`src/rtl/pc_sequencer.sv`:
```
// rtl/pc_sequencer.sv - fetch PC sequencer with stall, redirect and exception control
module pc_sequencer #(
    parameter logic [31:0] RESET_PC   = 32'h0000_3000,
    parameter logic [31:0] EXC_VECTOR = 32'h0000_4180
) (
    input  logic        clk,
    input  logic        reset,
    input  logic        stall,
    input  logic        npc_valid,
    input  logic [31:0] npc_target,
    input  logic        exc_req,
    input  logic        eret_req,
    input  logic [31:0] epc,
    output logic [31:0] pc,
    output logic [31:0] pc4,
    output logic        if_valid,
    output logic        flush_d,
    output logic        addr_err,
    output logic [15:0] stall_cnt
);

    typedef enum logic [1:0] {
        RUN   = 2'b00,
        STALL = 2'b01,
        EXC   = 2'b10
    } state_t;

    state_t      r_state;
    state_t      w_state_nxt;
    logic [31:0] r_pc;
    logic [31:0] w_pc_nxt;
    logic        r_pend_valid;
    logic        w_pend_valid_nxt;
    logic [31:0] r_pend_target;
    logic [31:0] w_pend_target_nxt;
    logic        r_addr_err;
    logic        w_misalign;
    logic [15:0] r_stall_cnt;
    logic [31:0] w_pc4;

    assign w_pc4 = r_pc + 32'd4;

    always_comb begin
        w_state_nxt       = r_state;
        w_pc_nxt          = r_pc;
        w_pend_valid_nxt  = r_pend_valid;
        w_pend_target_nxt = r_pend_target;
        w_misalign        = 1'b0;
        case (r_state)
            RUN, STALL: begin
                if (exc_req) begin
                    w_pc_nxt         = EXC_VECTOR;
                    w_pend_valid_nxt = 1'b0;
                    w_state_nxt      = EXC;
                end else if (eret_req) begin
                    w_pc_nxt         = {epc[31:2], 2'b00};
                    w_misalign       = (epc[1:0] != 2'b00);
                    w_pend_valid_nxt = 1'b0;
                    w_state_nxt      = EXC;
                end else if (stall) begin
                    // A redirect arriving during a stall is parked until fetch resumes
                    if (npc_valid) begin
                        w_pend_valid_nxt  = 1'b1;
                        w_pend_target_nxt = npc_target;
                    end
                    w_state_nxt = STALL;
                end else if ((r_state == STALL) && r_pend_valid) begin
                    w_pc_nxt         = {r_pend_target[31:2], 2'b00};
                    w_misalign       = (r_pend_target[1:0] != 2'b00);
                    w_pend_valid_nxt = 1'b0;
                    w_state_nxt      = RUN;
                end else if (npc_valid) begin
                    w_pc_nxt    = {npc_target[31:2], 2'b00};
                    w_misalign  = (npc_target[1:0] != 2'b00);
                    w_state_nxt = RUN;
                end else begin
                    w_pc_nxt    = w_pc4;
                    w_state_nxt = RUN;
                end
            end
            default: begin
                w_state_nxt = RUN;
            end
        endcase
    end

    always_ff @(posedge clk) begin
        if (reset) begin
            r_state       <= RUN;
            r_pc          <= RESET_PC;
            r_pend_valid  <= 1'b0;
            r_pend_target <= 32'd0;
            r_addr_err    <= 1'b0;
            r_stall_cnt   <= 16'd0;
        end else begin
            r_state       <= w_state_nxt;
            r_pc          <= w_pc_nxt;
            r_pend_valid  <= w_pend_valid_nxt;
            r_pend_target <= w_pend_target_nxt;
            r_addr_err    <= w_misalign;
            if ((r_state == STALL) && (r_stall_cnt != 16'hFFFF)) begin
                r_stall_cnt <= r_stall_cnt + 16'd1;
            end
        end
    end

    assign pc        = r_pc;
    assign pc4       = w_pc4;
    assign if_valid  = (r_state == RUN);
    assign flush_d   = (r_state == EXC);
    assign addr_err  = r_addr_err;
    assign stall_cnt = r_stall_cnt;

endmodule
```
`config.mk`:
```
export PLATFORM = sky130hd
export DESIGN_NAME = pc_sequencer
export DESIGN_NICKNAME = d
export VERILOG_FILES = /design/src/rtl/pc_sequencer.sv
export SDC_FILE = /design/constraint.sdc
export NUM_CORES = 1
export LEC_CHECK = 0
export BUFFER_PORTS_ARGS = -buffer_cell sky130_fd_sc_hd__buf_4
export CORE_MARGIN = 5
export CORE_UTILIZATION = 35
export DETAILED_ROUTE_END_ITERATION = 10
export HOLD_SLACK_MARGIN = 0.15
export PLACE_DENSITY = 0.67
export SLEW_MARGIN = 20
export SYNTH_ARGS = -nofsm -noshare
export SYNTH_HDL_FRONTEND = slang
export SYNTH_SLANG_ARGS = --single-unit
```
`constraint.sdc`:
```
create_clock -name clk -period 1.9 [get_ports clk]
set_clock_uncertainty 0.05 [all_clocks]
set_input_delay 0.38 -clock clk [delete_from_list [all_inputs] [get_ports clk]]
set_output_delay 0.38 -clock clk [all_outputs]
set_load 0.05 [all_outputs]
```
---- Word-level counts from Yosys, hierarchy flattened ----
Index checks and enable logic that the tools add are counted.
word-level totals
  latch bits .............................. 0
  memory bits (writable) .................. 0
  ROM bits ................................ 0
  register bits after elaboration ......... 84
  memories ................................ 0
cells by class
  multiplexer cells ....................... 17
  order comparisons ....................... 0
  reduce and logical (&&, ||, !) cells .... 14
  shift-type cells ........................ 0
  equal/unequal tests ..................... 5
  add/subtract/negate cells ............... 2
  $mul .................................... 0
  bitwise gates (word level) .............. 3
  divide/modulo/power cells ............... 0
operator list
  kind                   count
  $mux 32                5
  $add 32x3->32 const B  1
  $add 16x1->16 const B  1
  $ne 16x16->1 const B   1
  $mux 1                 10
  $reduce_bool 2->1      3
  $reduce_and 5->1       1
  $mux 2                 2
  $ne 4x1->1 const B     1
  $reduce_bool 4->1      1
  $reduce_or 2->1        2
  $reduce_or 4->1        1
  $ne 3x1->1 const B     1
  $not 1->1              3
  $reduce_and 3->1       1
  $reduce_or 3->1        1
  $eq 2x1->1 const B     1
  $eq 2x2->1 const B     1
  $logic_and 1x1->1      2
  $logic_not 2->1        1
  $reduce_and 2->1       1

---- Longest topological paths before layout ----
  depth in word-level cells ............... 6
  mapped depth ............................ 8
  depth with buffers taken out ............ 6

---- Worst setup path before layout ----
No wires, ideal clock.
  kind .................................... flip-flop to output port
  from .................................... register r_pc[2], in the netlist pc[2]
  to ...................................... output pc4[24]
  cell stages (with the launch flop) ...... 6
  path buffers ............................ 0
  arrival ................................. 2.725 ns
  setup slack ............................. -1.255 ns
  path through ............................ dfxtp_1 > ha_1 > and3_1 > nand4_1 > or2_1 > xnor2_1
on the way
  cells in the longest elaborated chain, start to end .. 1
RTL lines
  what                      line  RTL
  start: declaration        30    logic [31:0] r_pc;
  start signal: assignment  97    r_pc <= w_pc_nxt;
  $add 32x3->32             41    assign w_pc4 = r_pc + 32'd4;
  end: declaration          15    output logic [31:0] pc4,
No other way between the ends.

---- Worst setup path after layout ----
  from .................................... register r_pc[17], in the netlist pc[17]
  to ...................................... output pc4[29]
The elaborated chain is that of the path after synthesis.

==> impl_metrics.json <==
{
  "status": "finished with violations",
  "rsz0062_at_grt": "yes",
  "numClockSinks": 82,
  "globalplace.congestion": 0.888,
  "synth_top_family_by_area": "simple AND/OR/NAND/NOR gates",
  "yosys-mux-area-fraction_pct": 1.45,
  "path_class": "flop to primary output",
  "p_clk_share_pct": 35.6,
  "grt_pass1_vias": 6098,
  "synthFlopType": "dfxtp_1",
  "grt_antenna_before_repair": 0,
  "synthAdderAreaFrac_pct": 0.510,
  "yosysUniqueCellTypes": 73,
  "port_buffers": 148,
  "cts_tree": "done",
  "initial_utilization_pct": 35.5,
  "place_area_um2": 7530,
  "cts_buffer_depth": 2,
  "drc": 0,
  "internal-power_mw": 3.34,
  "ys_seq_area_share_pct": 33.5,
  "cts-root-buf": "clkbuf_16",
  "cts_hold_buf": 0,
  "grt_pass1_wl_mm": 31.2,
  "hpwl_mm": 14.9,
  "io_pins": 153,
  "end_kind": "primary output",
  "finalCritPeriodShare_pct": 136,
  "dieArea_um2": 16500,
  "die_w_um": 128,
  "p_sw_share_pct": 32.0,
  "overflow": 0,
  "syn_area_per_cell_um2": 7.62,
  "worst-path-max-fanout": 8,
  "finalWirelength_mm": 20.6,
  "hold_class": "input pin to flop",
  "p_comb_share_pct": 27.5,
  "leakage_nw": 3.66,
  "area.growth.synth_to_final_pct": 75.3,
  "ant_nets": 0,
  "ys_warn_count": 0,
  "clk_pin_slew_ns": 0.06,
  "final_nets": 974,
  "cpMaxStageDelayCell": "or4_4",
  "synth-xor-area-share_pct": 6.79,
  "grt_util_all_layers_pct": 23.7,
  "insertion_delay_ns": 0.34,
  "setup_violations": 42,
  "required_ns": 1.47,
  "num_rows": 43,
  "dr.pass1.iters": 5,
  "initialDrtViolationCount": 508,
  "power.net_switching_mw": 1.58,
  "p_total_mw": 4.92,
  "cts_inserted_buffers": 9,
  "fin_hold_ws_ns": 0.240,
  "failed_checks": "setup timing",
  "fmax_mhz": 388,
  "async_reset_ff_share_pct": 0,
  "wl_per_cell_um": 18.9,
  "cp-start-kind": "flop",
  "r2r_setup_slack_ns": -0.18,
  "final_core_utilization_pct": 62.1,
  "setup_tns_ns": -13.43,
  "finalMaxSlewViolations": 0,
  "arrival_ns": 2.15,
  "path_cells": "nand4_4 -> or4_4 -> buf_12 -> nor4_4 -> buf_4 -> xor2_4 -> buf_6",
  "seqPwrFrac_pct": 36.9,
  "synth_edf_count": 0,
  "grt_max_degree": 29,
  "design_area_um2": 8590,
  "dp_cells": 1044,
  "detail_route.vias_per_cell": 5.66,
  "slowest_delay_ns": 0.52,
  "cts_max_level": 3,
  "diodes": 0,
  "post-place-ws_ns": -0.376,
  "cap_violations": 0,
  "synth_seq_cells": 82,
  "syn_inst": 643,
  "final.setup.worst_slack_ns": -0.677,
  "synth-simple-area-share_pct": 29.2,
  "die_y_um": 128,
  "irDropWorstVdd_uv": 449,
  "drive_above_1_share_pct": 48.1,
  "powerDensity_nw_per_um2": 573,
  "fin_cells": 1087,
  "core_area_um2": 13800,
  "fin_crit_ns": 2.58,
  "via_count": 6151,
  "hold_viol": 0,
  "synth_area_um2": 4900,
  "synth_compound_area_share_pct": 23.1
}
==> final timing paths <==
kind,to,cells past startpoint,startpoint
setup / recovery,pc4[29],7,pc[17]
hold / removal,r_pend_target[2],3,npc_target[2]
setup reg to reg,pc[26],9,pc[4]
hold reg to reg,r_pend_target[28],2,r_pend_target[28]
==> worst max-delay path: cells and delay by family (launching register included) <==
family        cells  cell delay (ns)
xor+xnor          1             0.15
flops             1             0.36
simple gates      3             0.76
buf+inv           3             0.52
==> cells by family after synthesis <==
kind of cell               count (synthesis)
DFF                                       82
xor gates and xnor gates                  38
muxes                                      7
and+or+nand+nor                          278
buffers and inverters                     63
AOI/OAI and AO/OA                        172
adders and majority gates                  2
other                                      1
==> layout by cell type, fill, tap and decap left out, types with 5 or more instances in the layout <==
master / n
dfxtp_1: 43
clkbuf_16: 11
a221oi_1: 5
buf_4: 232
nor2_1: 40
nand2b_1: 6
o22ai_1: 6
nor3_1: 17
nand4_1: 10
xnor2_1: 12
o31ai_1: 5
buf_6: 52
buf_12: 5
inv_1: 12
dfxtp_4: 20
xor2_4: 8
xnor2_4: 8
dfxtp_2: 19
o21a_1: 8
a211oi_1: 7
nand2_1: 103
nor3_4: 8
xnor2_2: 8
o21ai_0: 16
nand3_1: 23
mux2i_1: 6
a21oi_1: 57
or3_1: 6
o21ai_1: 6
==> flip-flops by register name (all words and copies together) (netlist names) <==
signal         cells
pc                30
r_pend_valid       1
stall_cnt         16
r_state            2
addr_err           1
r_pend_target     32
==> cell usage after synthesis, types with 8 or more instances <==
cell,count,area (um^2)
nand4_1,10,62.6
clkbuf_1,38,143
nor2_1,43,161
o21ai_0,19,95.1
nand2_1,107,402
a211oi_1,9,67.6
a21oi_1,57,285
dfxtp_1,82,1640
nor3_1,21,105
xnor2_1,28,245
o21a_1,8,60.1
or3_1,8,50.1
xor2_1,10,87.6
nand3_1,30,150
o31ai_1,8,60.1
inv_1,12,45.0
==> power by group through the flow <==
stage / registers, mW / logic (mW) / clock network [mW]
floorplan: 2.03 / 0.553 / 0
global placement: 1.84 / 1.23 / 0
detailed placement: 1.85 / 1.24 / 0
CTS: 1.81 / 1.31 / 1.77
global route: 1.82 / 1.42 / 1.85
finish: 1.82 / 1.35 / 1.75
==> layout make-up <==
cell class / count / area (um^2)
clock buffer: 12 / 278
clock inverter: 4 / 21.3
fill: 1130 / 5240
inverter: 15 / 56.3
multi-input combinational: 501 / 3770
sequential: 82 / 1740
tap: 180 / 225
timing repair buffer: 293 / 2500
==> what timing repair did <==
action	4_1_cts	5_1_grt
resized for setup	80	40
pin swaps	21	24
gates cloned	0	1
buffers inserted	13	21
setup endpoints to repair	37	55
==> routing by layer <==
layer  up-vias  track usage [%]  wire (um)
met3        50             5.35       1720
met5         -                0          0
met2       303             39.5       9960
met4         0             10.1        653
li1       2845                -          -
met1      2953             29.6       8230
(Power assumes the default switching activity.)
